## config.mk

```make
export PLATFORM = sky130hd
export DESIGN_NAME = sqwave_ctrl
export DESIGN_NICKNAME = d
export VERILOG_FILES = /design/src/rtl/sqwave_ctrl.sv
export SDC_FILE = /design/constraint.sdc
export NUM_CORES = 1
export LEC_CHECK = 0
export BUFFER_PORTS_ARGS = -buffer_cell sky130_fd_sc_hd__buf_2
export CAP_MARGIN = 10
export CORE_MARGIN = 5
export CORE_UTILIZATION = 48
export CTS_BUF_LIST = sky130_fd_sc_hd__clkbuf_16
export DETAILED_ROUTE_END_ITERATION = 6
export PLACE_DENSITY = 0.67
export SLEW_MARGIN = 20
export SYNTH_ARGS = -nofsm -noshare
export SYNTH_HDL_FRONTEND = slang
export SYNTH_SLANG_ARGS = --single-unit
export TNS_END_PERCENT = 10
```

## constraint.sdc

```tcl
create_clock -name clk -period 2.58 [get_ports clk]
set_clock_uncertainty 0.1 [all_clocks]
set_input_delay 0.387 -clock clk [delete_from_list [all_inputs] [get_ports clk]]
set_output_delay 0.387 -clock clk [all_outputs]
set_load 0.02 [all_outputs]
```

## src/rtl/sqwave_ctrl.sv

```systemverilog
// Square-wave sequencing controller: wave is high for act_m units and low for act_n units.
// New lengths pass through a one-deep pending slot and take effect only at period boundaries.
module sqwave_ctrl #(
    parameter int UNIT_CYCLES = 10,
    parameter int CW          = 4
) (
    input  logic          clk,
    input  logic          reset,
    input  logic          start,
    input  logic          stop,
    input  logic          cfg_valid,
    input  logic [CW-1:0] cfg_m,
    input  logic [CW-1:0] cfg_n,
    output logic          cfg_ready,
    output logic          wave,
    output logic          busy,
    output logic          period_tick
);

    localparam int UW = (UNIT_CYCLES > 2) ? $clog2(UNIT_CYCLES) : 1;
    localparam logic [UW-1:0] U_LAST = UW'(UNIT_CYCLES - 1);
    localparam logic [UW-1:0] U_ONE  = UW'(1);
    localparam logic [UW-1:0] U_ZERO = UW'(0);
    localparam logic [CW-1:0] C_ONE  = CW'(1);
    localparam logic [CW-1:0] C_ZERO = CW'(0);

    typedef enum logic [1:0] {
        ST_IDLE = 2'd0,
        ST_HIGH = 2'd1,
        ST_LOW  = 2'd2
    } state_t;

    state_t        state_r;
    logic [UW-1:0] ucnt_r;
    logic [CW-1:0] pcnt_r;
    logic [CW-1:0] act_m_r;
    logic [CW-1:0] act_n_r;
    logic [CW-1:0] pend_m_r;
    logic [CW-1:0] pend_n_r;
    logic          pend_v_r;

    logic          unit_end_s;
    logic          high_end_s;
    logic          low_end_s;
    logic          period_tick_s;
    logic          load_s;
    logic          accept_s;
    logic [CW-1:0] next_m_s;
    logic [CW-1:0] next_n_s;

    // Phase-end detection, boundary tick and pending-slot load decision
    always_comb begin
        unit_end_s    = (ucnt_r == U_LAST);
        high_end_s    = (state_r == ST_HIGH) && unit_end_s && (pcnt_r == (act_m_r - C_ONE));
        low_end_s     = (state_r == ST_LOW) && unit_end_s && (pcnt_r == (act_n_r - C_ONE));
        period_tick_s = low_end_s || (high_end_s && (act_n_r == C_ZERO));
        // A stop on the boundary cycle leaves the pending config in its slot
        load_s        = pend_v_r && ((state_r == ST_IDLE) || (period_tick_s && !stop));
        accept_s      = cfg_valid && !pend_v_r;
        next_m_s      = load_s ? pend_m_r : act_m_r;
        next_n_s      = load_s ? pend_n_r : act_n_r;
    end

    assign cfg_ready   = !pend_v_r;
    assign wave        = (state_r == ST_HIGH);
    assign busy        = (state_r != ST_IDLE);
    assign period_tick = period_tick_s;

    // Configuration slot, timebase counters and phase sequencing
    always_ff @(posedge clk) begin
        if (reset) begin
            state_r  <= ST_IDLE;
            ucnt_r   <= U_ZERO;
            pcnt_r   <= C_ZERO;
            act_m_r  <= C_ONE;
            act_n_r  <= C_ONE;
            pend_m_r <= C_ZERO;
            pend_n_r <= C_ZERO;
            pend_v_r <= 1'b0;
        end else begin
            act_m_r <= next_m_s;
            act_n_r <= next_n_s;
            if (accept_s) begin
                pend_m_r <= cfg_m;
                pend_n_r <= cfg_n;
                pend_v_r <= 1'b1;
            end else if (load_s) begin
                pend_v_r <= 1'b0;
            end

            if (stop) begin
                state_r <= ST_IDLE;
                ucnt_r  <= U_ZERO;
                pcnt_r  <= C_ZERO;
            end else begin
                case (state_r)
                    ST_IDLE: begin
                        // Start decision deliberately uses the lengths active this cycle
                        if (start) begin
                            ucnt_r <= U_ZERO;
                            pcnt_r <= C_ZERO;
                            if (act_m_r != C_ZERO) begin
                                state_r <= ST_HIGH;
                            end else if (act_n_r != C_ZERO) begin
                                state_r <= ST_LOW;
                            end else begin
                                state_r <= ST_IDLE;
                            end
                        end
                    end
                    ST_HIGH, ST_LOW: begin
                        if (!unit_end_s) begin
                            ucnt_r <= ucnt_r + U_ONE;
                        end else begin
                            ucnt_r <= U_ZERO;
                            if (high_end_s && (act_n_r != C_ZERO)) begin
                                state_r <= ST_LOW;
                                pcnt_r  <= C_ZERO;
                            end else if (period_tick_s) begin
                                pcnt_r <= C_ZERO;
                                if (next_m_s != C_ZERO) begin
                                    state_r <= ST_HIGH;
                                end else if (next_n_s != C_ZERO) begin
                                    state_r <= ST_LOW;
                                end else begin
                                    state_r <= ST_IDLE;
                                end
                            end else begin
                                pcnt_r <= pcnt_r + C_ONE;
                            end
                        end
                    end
                    default: begin
                        state_r <= ST_IDLE;
                        ucnt_r  <= U_ZERO;
                        pcnt_r  <= C_ZERO;
                    end
                endcase
            end
        end
    end

endmodule

```

==> summary.txt, run 1 <==
switching power summed over all nets: 283.5 µW
leading register cell type out of synthesis: sky130_fd_sc_hd__dfxtp_1
netlist area before placement: 1628 µm²
Max Cap Viol: 0
clock-pin slew on the worst setup and hold paths: 0.07 ns
number of buffers added for setup after CTS: 0
shortest period the worst path allows: 2.412 ns
routability congestion estimate from global placement: 0.8622
number of failing hold endpoints at the final stage: 0
logic gate share of total power: 19.6%
least setup slack across all paths after layout: 0.1676 ns
clock buffer depth: 2
number of buffers created by CTS: 3
worst path arrival time: 1.93 ns
Slew HR: 69.91%
synthesized netlist cell count: 185
fraction of layout instances using a drive strength above 1: 17.17%
list of most frequent post-synthesis cells: sky130_fd_sc_hd__dfxtp_1, sky130_fd_sc_hd__nor2_1, sky130_fd_sc_hd__nand2_1, sky130_fd_sc_hd__ha_1, sky130_fd_sc_hd__mux2i_1
Floorplan Core Area: 3311 µm²
Storage cell area: 541.8 µm²
wirelength, routed: 3.392 mm
Min Hold Slack: 0.2573 ns
Final TNS setup: 0 ns
share of total power in the clock network: 35.4%
cell types with the largest area share after synthesis: sky130_fd_sc_hd__dfxtp_1, sky130_fd_sc_hd__ha_1, sky130_fd_sc_hd__mux2i_1, sky130_fd_sc_hd__xor2_1, sky130_fd_sc_hd__nor2_1
dominant cell type by area after synthesis: sky130_fd_sc_hd__dfxtp_1
type of the tightest min-delay check: in2reg
Horiz. Die Dim: 68.24 µm
clock latency on the worst-skew pair: 0.26 ns
number of input and output port buffers inserted: 16
number of diodes added for antenna fixing: 0
number of storage elements in the synthesis netlist: 27
pre-CTS worst setup slack: 0.1350 ns
starting density of the core: 49.17%
DIE AREA: 4656 µm²
most frequent cell after synthesis: sky130_fd_sc_hd__dfxtp_1
total area of multi-input combinational cells: 1027 µm²
filler cell count: 314
Final period util: 93.51%
number of hold buffers added after CTS: 0
count of synthesis-stage warnings from yosys: 0
Power Density: 553.5 nW/µm²
area share of the leading cell type in the synthesized netlist: 33.21%
worst hold path depth: 3
share of async-settable or async-resettable flops after synthesis: 0%
post-detailed-route via-to-cell ratio: 5.455
slew at the pin with the worst max-slew slack: 0.4472 ns
number of antenna violations at the first check in global routing: 0
initial drt markers: 93
switch share: 27.98%
startpoint types: flop
critical-path maximum fanout: 7
FMAX: 414.5 MHz
Routed wire per std cell: 13.90 µm
total gr overflow: 0
DIE HEIGHT: 68.24 µm
post-DP HPWL: 2.721 mm
number of rows created at floorplan: 21
TritonCTS clock tree: yes
category of the worst setup path capture point: output pin
largest net degree at the start of global routing: 20
Mean Syn Cell Area: 8.799 µm²
count of antenna-violating nets left after detailed routing: 0
setup repair after global routing missed its margin: false
CP required: 2.09 ns
top-level I/O count: 17
# nets final: 223
Max IR drop VDD: 0.3833 mV
Post-Synthesis Net Count: 209
CTS sink count: 27
Tot GR Track Use: 16.84%
internal portion of total power: 729.8 µW
number of distinct library cells after synthesis: 42
classification of the worst setup path: reg2out
vias in the first global route: 1293
final max-slew violation count: 0
R2R depth: 8
Flop pwr share: 45.0%
DR vias: 1331
clock root cell: sky130_fd_sc_hd__clkbuf_16
# DRC: 0
first-pass GRT wire length: 5.789 mm
sequential fraction of the synthesis area: 33.21%
Setup violations, final: 0
count of TritonRoute iterations in the first routing pass: 4
number of flops mapped to enable cells by yosys: 0
layout overhead on the synthesized area: 12.45%
standby leakage power: 0.0007424 µW
outcome: completed
htree depth: 1
routing by layer:
metal | part of all wire (%) | global-route usage [%] | up-vias
li1 | - | - | 677
met1 | 45 | 20.24 | 615
met2 | 48 | 28.88 | 32
met3 | 4.9 | 3.777 | 7
met4 | 1.7 | 6.700 | 0
met5 | 0 | 0 | -
layout by cell type (no fill, tap or decap), types with 2 or more instances in the layout:
cell type / synthesis / routed
sky130_fd_sc_hd__buf_2: 1 / 16
sky130_fd_sc_hd__xor2_1: 10 / 10
sky130_fd_sc_hd__nand2b_1: 2 / 2
sky130_fd_sc_hd__inv_1: 9 / 9
sky130_fd_sc_hd__nor2_1: 21 / 21
sky130_fd_sc_hd__nor4_1: 3 / 3
sky130_fd_sc_hd__a21oi_1: 10 / 10
sky130_fd_sc_hd__nor3b_1: 5 / 5
sky130_fd_sc_hd__a211o_1: 2 / 2
sky130_fd_sc_hd__nand3_1: 7 / 7
sky130_fd_sc_hd__mux2i_1: 11 / 11
sky130_fd_sc_hd__ha_1: 11 / 11
sky130_fd_sc_hd__nor3_1: 6 / 6
sky130_fd_sc_hd__o21ai_0: 3 / 3
sky130_fd_sc_hd__or2_2: 2 / 2
sky130_fd_sc_hd__clkbuf_16: 0 / 3
sky130_fd_sc_hd__nand4_1: 2 / 2
sky130_fd_sc_hd__nand2_1: 14 / 13
sky130_fd_sc_hd__and4_1: 2 / 2
sky130_fd_sc_hd__xnor2_1: 6 / 6
sky130_fd_sc_hd__dfxtp_1: 27 / 26
sky130_fd_sc_hd__a32o_1: 3 / 3
sky130_fd_sc_hd__nor2b_1: 2 / 2
registers in the layout (all words and copies together) (netlist names):
signal	flops
ucnt_r	4
state_r	2
pend_n_r	4
pcnt_r	4
pend_v_r	1
act_n_r	4
pend_m_r	4
act_m_r	4
what timing repair did:
item	4_1_cts	5_1_grt
hold endpoints to repair	0	0
resized for setup	0	5
setup endpoints to repair	0	2
cells by family (layout without fill, tap and decap cells):
logic type | after synthesis | in the layout | synth area share [%]
adders and majority gates | 11 | 11 | 8.455
buffers and inverters | 17 | 30 | 4.458
muxes | 11 | 11 | 6.764
xor gates and xnor gates | 17 | 17 | 9.608
and+or+nand+nor | 77 | 77 | 25.44
AOI/OAI and AO/OA | 25 | 25 | 12.07
DFF | 27 | 27 | 33.21
layout make-up:
cell class,instances,share of cell area [%]
Timing Repair Buffer,17,4.785
Sequential cell,27,29.60
Clock buffer,3,4.101
Multi-Input combinational cell,141,56.12
Inverter,9,1.846
Clock inverter,1,0.4101
Tap cell,46,3.144
stage by stage:
step	util (%)	std cells	power, µW	area (µm²)
2_1_floorplan	-	185	616.8	1628
3_3_place_gp	52.38	240	655.1	1734
3_5_place_dp	52.38	240	661.2	1734
4_1_cts	54.88	244	1022	1817
5_1_grt	55.29	244	1067	1831
6_report	55.29	244	1013	1831
critical path, stage by stage, from the launching register on:
cell	delay (ns)
sky130_fd_sc_hd__dfxtp_1	0.38
sky130_fd_sc_hd__inv_1	0.08
sky130_fd_sc_hd__ha_1	0.30
sky130_fd_sc_hd__xor2_1	0.13
sky130_fd_sc_hd__and4_1	0.24
sky130_fd_sc_hd__and3_4	0.24
sky130_fd_sc_hd__nand2_1	0.07
sky130_fd_sc_hd__nand2_1	0.08
sky130_fd_sc_hd__buf_2	0.16
power groups by stage:
stage / clock network, µW / registers (µW) / logic [µW]
floorplan: 0 / 460 / 157
global placement: 0 / 464 / 191
detailed placement: 0 / 466 / 196
CTS: 370 / 456 / 197
global route: 385 / 460 / 222
finish: 358 / 456 / 199
worst paths after layout:
kind / from / end / slack, ns
max: act_m_r[1] / period_tick / 0.17
min: cfg_m[1] / pend_m_r[1] / 0.26
max reg2reg: act_n_r[0] / state_r[1] / 0.24
min reg2reg: pend_m_r[3] / act_m_r[3] / 0.38
Note: power is estimated with default switching activity, not from simulation.
==> run 2, diff against run 1 <==
--- a/config.mk
+++ b/config.mk
@@ -11,7 +11,7 @@
 export CORE_UTILIZATION = 48
 export CTS_BUF_LIST = sky130_fd_sc_hd__clkbuf_16
 export DETAILED_ROUTE_END_ITERATION = 6
-export PLACE_DENSITY = 0.67
+export PLACE_DENSITY_LB_ADDON = 0.08
 export SLEW_MARGIN = 20
 export SYNTH_ARGS = -nofsm -noshare
 export SYNTH_HDL_FRONTEND = slang
==> run 2 against run 1 <==
Compared with the run above: worst setup slack worse by 0.051 ns; worst hold slack better by 0.0020 ns; first-iteration DRC count is 58% lower; critical endpoint unchanged; global-route usage is 0.30 points higher; sequential share of layout area is 0.089 points lower; clock-buffer cell count stayed put; sequential cell count stayed put.
==> summary.txt, run 2 (synthesis gave the netlist of run 1 again) <==
clock-pin slew on the worst setup and hold paths: 0.07 ns (about the same)
outcome: completed
# nets final: 224 (+0.45%)
slew at the pin with the worst max-slew slack: 0.4583 ns (+0.01107 ns)
number of buffers added for setup after CTS: 0 (unchanged)
Final TNS setup: 0 ns (unchanged)
htree depth: 1 (unchanged)
clock root cell: sky130_fd_sc_hd__clkbuf_16
clock latency on the worst-skew pair: 0.27 ns (about the same)
number of diodes added for antenna fixing: 0 (unchanged)
routability congestion estimate from global placement: 0.8803 (+2.1%)
CP peak stage delay: 0.39 ns (about the same)
total gr overflow: 0 (unchanged)
initial drt markers: 39 (-58%)
DR vias: 1329 (-0.15%)
CP required: 2.09 ns (about the same)
final max-slew violation count: 0 (unchanged)
overall power of the completed layout: 1013 µW (about the same)
count of antenna-violating nets left after detailed routing: 0 (unchanged)
Routed wire per std cell: 14.08 µm (+1.3%)
number of failing hold endpoints at the final stage: 0 (unchanged)
worst path arrival time: 1.98 ns (+0.05 ns)
top-level I/O count: 17 (unchanged)
post-detailed-route via-to-cell ratio: 5.424 (-0.56%)
post-DP HPWL: 2.763 mm (+1.5%)
count of TritonRoute iterations in the first routing pass: 5 (+1)
TritonCTS clock tree: yes
most frequent cells in the layout: sky130_fd_sc_hd__dfxtp_1, sky130_fd_sc_hd__nor2_1, sky130_fd_sc_hd__buf_2
standby leakage power: 0.0007463 µW (+0.51%)
startpoint types: flop
Max IR drop VDD: 0.2546 mV (-34%)
Setup violations, final: 0 (unchanged)
DIE AREA: 4656 µm² (unchanged)
number of input and output port buffers inserted: 16 (unchanged)
number of antenna violations at the first check in global routing: 0 (unchanged)
starting density of the core: 49.17% (unchanged)
Max Cap Viol: 0 (unchanged)
most common library cell in the layout ignoring fill and taps: sky130_fd_sc_hd__dfxtp_1
DIE HEIGHT: 68.24 µm (unchanged)
category of the worst setup path capture point: output pin
sequence of cells on the critical path: inv_1 -> ha_1 -> xor2_1 -> and4_1 -> and3_4 -> nand2_1 -> nand2_1 -> buf_2
library cell appearing most often on the critical path: sky130_fd_sc_hd__nand2_1
first-pass GRT wire length: 6.003 mm (+3.7%)
clock buffer depth: 2 (unchanged)
wirelength, routed: 3.450 mm (+1.7%)
number of rows created at floorplan: 21 (unchanged)
Power Density: 552.9 nW/µm² (-0.11%)
fraction of layout instances using a drive strength above 1: 16.58% (-0.59 points)
Final period util: 95.49% (+2.0 points)
vias in the first global route: 1349 (+4.3%)
CTS sink count: 27 (unchanged)
number of buffers created by CTS: 3 (unchanged)
FMAX: 405.9 MHz (-2.1%)
Floorplan Core Area: 3311 µm² (unchanged)
Tot GR Track Use: 17.14% (+0.30 points)
layout overhead on the synthesized area: 12.53% (about the same)
setup repair after global routing missed its margin: false
critical-path maximum fanout: 7 (unchanged)
# DRC: 0 (unchanged)
classification of the worst setup path: reg2out
largest net degree at the start of global routing: 20 (unchanged)
Horiz. Die Dim: 68.24 µm (unchanged)
Critical Path Slowest Stage Cell: sky130_fd_sc_hd__dfxtp_1
type of the tightest min-delay check: in2reg
shortest period the worst path allows: 2.464 ns (+0.05122 ns)
Slew HR: 69.17% (-0.74 points)
-- run 2: cell count changes in the layout (fill, tap and decap cells not counted) --
cell | previous run | this run
sky130_fd_sc_hd__buf_4 | 1 | 2
sky130_fd_sc_hd__dfxtp_1 | 26 | 27
sky130_fd_sc_hd__dfxtp_2 | 1 | 0
sky130_fd_sc_hd__o31ai_1 | 0 | 1
sky130_fd_sc_hd__o31ai_2 | 1 | 0
-- run 2: final cells by class --
cell class,instances,area [µm²]
Multi-Input combinational cell,141,1022
Clock inverter,1,7.507
Sequential cell,27,540.5
Inverter,9,33.78
Clock buffer,3,75.07
Fill cell,341,1479
Timing Repair Buffer,18,95.09
Tap cell,46,57.56
-- run 2: worst paths after layout --
path,start,to,slack (ns),depth (start not counted)
setup / recovery,act_m_r[0],period_tick,0.12,8
hold / removal,cfg_m[1],pend_m_r[1],0.26,3
setup reg to reg,act_n_r[0],state_r[1],0.26,8
hold reg to reg,pend_m_r[3],act_m_r[3],0.38,2
-- run 2: report_power, final --
group	internal [µW]	leakage [µW]	total, µW	switching, µW
clock	211	0.0000371	360	149
combinational	81.4	0.000489	197	115
sequential	436	0.000220	456	19.3
total	729	0.000746	1010	284
-- run 2: stage by stage --
| step | utilization (%) | cells | hold slack [ns] | setup WS, ns | cell area, µm² |
|---|---|---|---|---|---|
| finish | 55.33 | 245 | 0.2593 | 0.1163 | 1832 |
| global route | 55.33 | 245 | 0.2631 | 0.01527 | 1832 |
| CTS | 55.10 | 245 | 0.2597 | 0.01139 | 1824 |
| detailed placement | 52.61 | 241 | 0.3726 | 0.1940 | 1742 |
| global placement | 52.61 | 241 | 0.3725 | 0.2439 | 1742 |
| floorplan | - | 185 | 0.3431 | 0.4478 | 1628 |
-- run 2: worst max-delay path, delay by kind of cell, from the launching register on --
family                     cells  cell delay (ns)
adders and majority gates      1             0.31
DFF                            1             0.39
buffers and inverters          2             0.26
and+or+nand+nor                4             0.63
xor gates and xnor gates       1             0.12
-- run 2: layer usage --
metal	GRT usage, %	share of wire, %	vias up
met3	3.612	5.0	9
met1	19.50	44	607
li1	-	-	679
met4	6.948	2.2	0
met2	30.81	49	34
met5	0	0	-
-- run 2: repair_timing --
| action | 4_1_cts | 5_1_grt |
|---|---|---|
| gates resized for setup | 0 | 3 |
| hold buffers | 0 | 0 |
| endpoints found under the setup margin | 0 | 2 |
==> run 3, diff against run 2 <==
--- a/config.mk
+++ b/config.mk
@@ -8,8 +8,9 @@
 export BUFFER_PORTS_ARGS = -buffer_cell sky130_fd_sc_hd__buf_2
 export CAP_MARGIN = 10
 export CORE_MARGIN = 5
-export CORE_UTILIZATION = 48
+export CORE_UTILIZATION = 55
 export CTS_BUF_LIST = sky130_fd_sc_hd__clkbuf_16
+export CTS_CLUSTER_DIAMETER = 80
 export DETAILED_ROUTE_END_ITERATION = 6
 export PLACE_DENSITY_LB_ADDON = 0.08
 export SLEW_MARGIN = 20
==> run 3 against run 2 <==
Compared with the run above: non-clock buffer count did not move; global-route usage rose by 2.1 points; worst hold slack got worse by 0.0013 ns; maximum frequency rose by 0.17%; die area fell by 11%; utilization rose by 9.6 points; clock-buffer cell count did not move; final area fell by 0.61%; final cell count fell by 6.1%; via count rose by 5.3%; largest power group unchanged.
==> summary.txt, run 3 (synthesis gave the netlist of run 1 again) <==
outcome: completed
clock root cell: sky130_fd_sc_hd__clkbuf_16
Routed wire per std cell: 16.31 µm (+16%)
DIE AREA: 4147 µm² (-11%)
critical-path maximum fanout: 7 (unchanged)
Final period util: 95.33% (-0.16 points)
count of TritonRoute iterations in the first routing pass: 4 (-1)
most common library cell in the layout ignoring fill and taps: sky130_fd_sc_hd__dfxtp_1
fraction of layout instances using a drive strength above 1: 18.59% (+2.0 points)
share of total power in the clock network: 34.9% (-0.7 points)
CP required: 2.09 ns (about the same)
total area of multi-input combinational cells: 1030 µm² (+0.73%)
switch share: 28.23% (+0.17 points)
post-DP HPWL: 2.835 mm (+2.6%)
number of input and output port buffers inserted: 16 (unchanged)
routing layer with the top usage in global route: met2
first-pass GRT wire length: 6.327 mm (+5.4%)
met1 GRT Util: 22.42% (+2.9 points)
# DRC: 0 (unchanged)
number of buffers created by CTS: 3 (unchanged)
# nets final: 224 (unchanged)
post-detailed-route via-to-cell ratio: 6.083 (+12%)
htree depth: 1 (unchanged)
startpoint types: flop
worst path arrival time: 1.97 ns (about the same)
beginning of the worst register-to-register path: act_n_r[0]
final max-slew violation count: 0 (unchanged)
starting density of the core: 58.03% (+8.9 points)
logic gate share of total power: 20.2% (+0.8 points)
Storage cell area: 543.0 µm² (+0.46%)
largest net degree at the start of global routing: 20 (unchanged)
number of rows created at floorplan: 19 (-9.5%)
vias in the first global route: 1405 (+4.2%)
Power Density: 557.8 nW/µm² (+0.89%)
TritonCTS clock tree: yes
Final TNS setup: 0 ns (unchanged)
Slew HR: 70.68% (+1.5 points)
Min Hold Slack: 0.2580 ns (-0.001296 ns)
global-route track usage on met2: 32.47% (+1.7 points)
count of antenna-violating nets left after detailed routing: 0 (unchanged)
clock-pin slew on the worst setup and hold paths: 0.06 ns (about the same)
Max Cap Viol: 0 (unchanged)
terminus of the critical flop-to-flop path: state_r[1]
post-layout utilization of the core: 64.90% (+9.6 points)
most frequent cells in the layout: sky130_fd_sc_hd__dfxtp_1, sky130_fd_sc_hd__nor2_1, sky130_fd_sc_hd__buf_2
switching power summed over all nets: 286.7 µW (+0.88%)
number of failing hold endpoints at the final stage: 0 (unchanged)
number of antenna violations at the first check in global routing: 0 (unchanged)
FMAX: 406.6 MHz (+0.17%)
layout overhead on the synthesized area: 11.84%
DIE HEIGHT: 64.40 µm (-5.6%)
number of buffers added for setup after CTS: 0 (unchanged)
shortest period the worst path allows: 2.460 ns (-0.004138 ns)
top-level I/O count: 17 (unchanged)
type of the tightest min-delay check: in2reg
reg-to-reg setup timing slack: 0.25 ns (about the same)
routability congestion estimate from global placement: 0.8982 (+2.0%)
initial drt markers: 104 (+170%)
Setup violations, final: 0 (unchanged)
wirelength, routed: 3.752 mm (+8.8%)
clock latency on the worst-skew pair: 0.26 ns (about the same)
filler cell count: 255 (-25%)
grt met3 use: 4.203% (+0.59 points)
Tot GR Track Use: 19.26% (+2.1 points)
Max IR drop VDD: 0.4507 mV (+77%)
total gr overflow: 0 (unchanged)
clock buffer depth: 2 (unchanged)
classification of the worst setup path: reg2out
crit path to: period_tick
DR vias: 1399 (+5.3%)
cells resized by post-CTS repair: 1 (+1)
startpoint of the worst setup timing path: act_m_r[0]
number of diodes added for antenna fixing: 0 (unchanged)
category of the worst setup path capture point: output pin
R2R depth: 8 (unchanged)
slew at the pin with the worst max-slew slack: 0.4365 ns (-0.02181 ns)
number of hold buffers added after CTS: 0 (unchanged)
Flop pwr share: 44.9% (about the same)
CTS sink count: 27 (unchanged)
standby leakage power: 0.0007516 µW (+0.71%)
internal portion of total power: 728.9 µW (about the same)
Horiz. Die Dim: 64.40 µm (-5.6%)
Floorplan Core Area: 2805 µm² (-15%)
## run 3: cell types whose count changed in the layout (fill, tap and decap cells not counted), sizes merged
cell      change
clkinv        +1
clkinvlp      -1
## run 3: metrics by stage
step | area [µm²] | std cells | power [µW] | setup slack, ns
finish | 1821 | 230 | 1016 | 0.1205
global route | 1821 | 230 | 1074 | -0.003173
CTS | 1804 | 230 | 1015 | 0.001878
detailed placement | 1723 | 226 | 664.0 | 0.1518
global placement | 1723 | 226 | 655.4 | 0.2545
floorplan | 1628 | 185 | 616.8 | 0.4478
## run 3: power groups by stage
stage,logic [µW],registers (µW),clock network [µW]
detailed placement,199,465,0
global route,227,459,387
global placement,191,464,0
finish,205,456,354
CTS,200,456,358
floorplan,157,460,0
## run 3: worst min path at each step
stage | start | endpoint | slack, ns | depth (start not counted)
after floorplan | pend_m_r[2] | act_m_r[2] | 0.34 | 2
after global placement | pend_m_r[3] | act_m_r[3] | 0.37 | 2
after detailed placement | pend_m_r[2] | act_m_r[2] | 0.36 | 2
after CTS | cfg_m[1] | pend_m_r[1] | 0.26 | 3
after global routing | cfg_n[3] | pend_n_r[3] | 0.27 | 3
final | cfg_m[1] | pend_m_r[1] | 0.26 | 3
## run 3: area by class of cell
cell class / instances / area share, %
clock buffers: 3 / 4.124
clock inverters: 1 / 0.2749
well taps: 31 / 2.131
flip-flops and latches: 27 / 29.83
inverters: 9 / 1.856
repair buffers: 18 / 5.223
multi-input cells: 141 / 56.56
## run 3: worst max-delay path, cell delays in order (launching register included)
cell and delay [ns]:
sky130_fd_sc_hd__dfxtp_2 0.36, sky130_fd_sc_hd__inv_1 0.08, sky130_fd_sc_hd__ha_1 0.32, sky130_fd_sc_hd__xor2_1 0.16, sky130_fd_sc_hd__and4_4 0.26, sky130_fd_sc_hd__and3_4 0.23
sky130_fd_sc_hd__nand2_1 0.06, sky130_fd_sc_hd__nand2_1 0.08, sky130_fd_sc_hd__buf_2 0.16
## run 3: metal layers
| layer | wire, µm | part of all wire [%] | vias to the layer above |
|---|---|---|---|
| li1 | - | - | 678 |
| met1 | 1566 | 42 | 650 |
| met2 | 1850 | 49 | 59 |
| met3 | 215 | 5.7 | 12 |
| met4 | 119 | 3.2 | 0 |
| met5 | 0 | 0 | - |
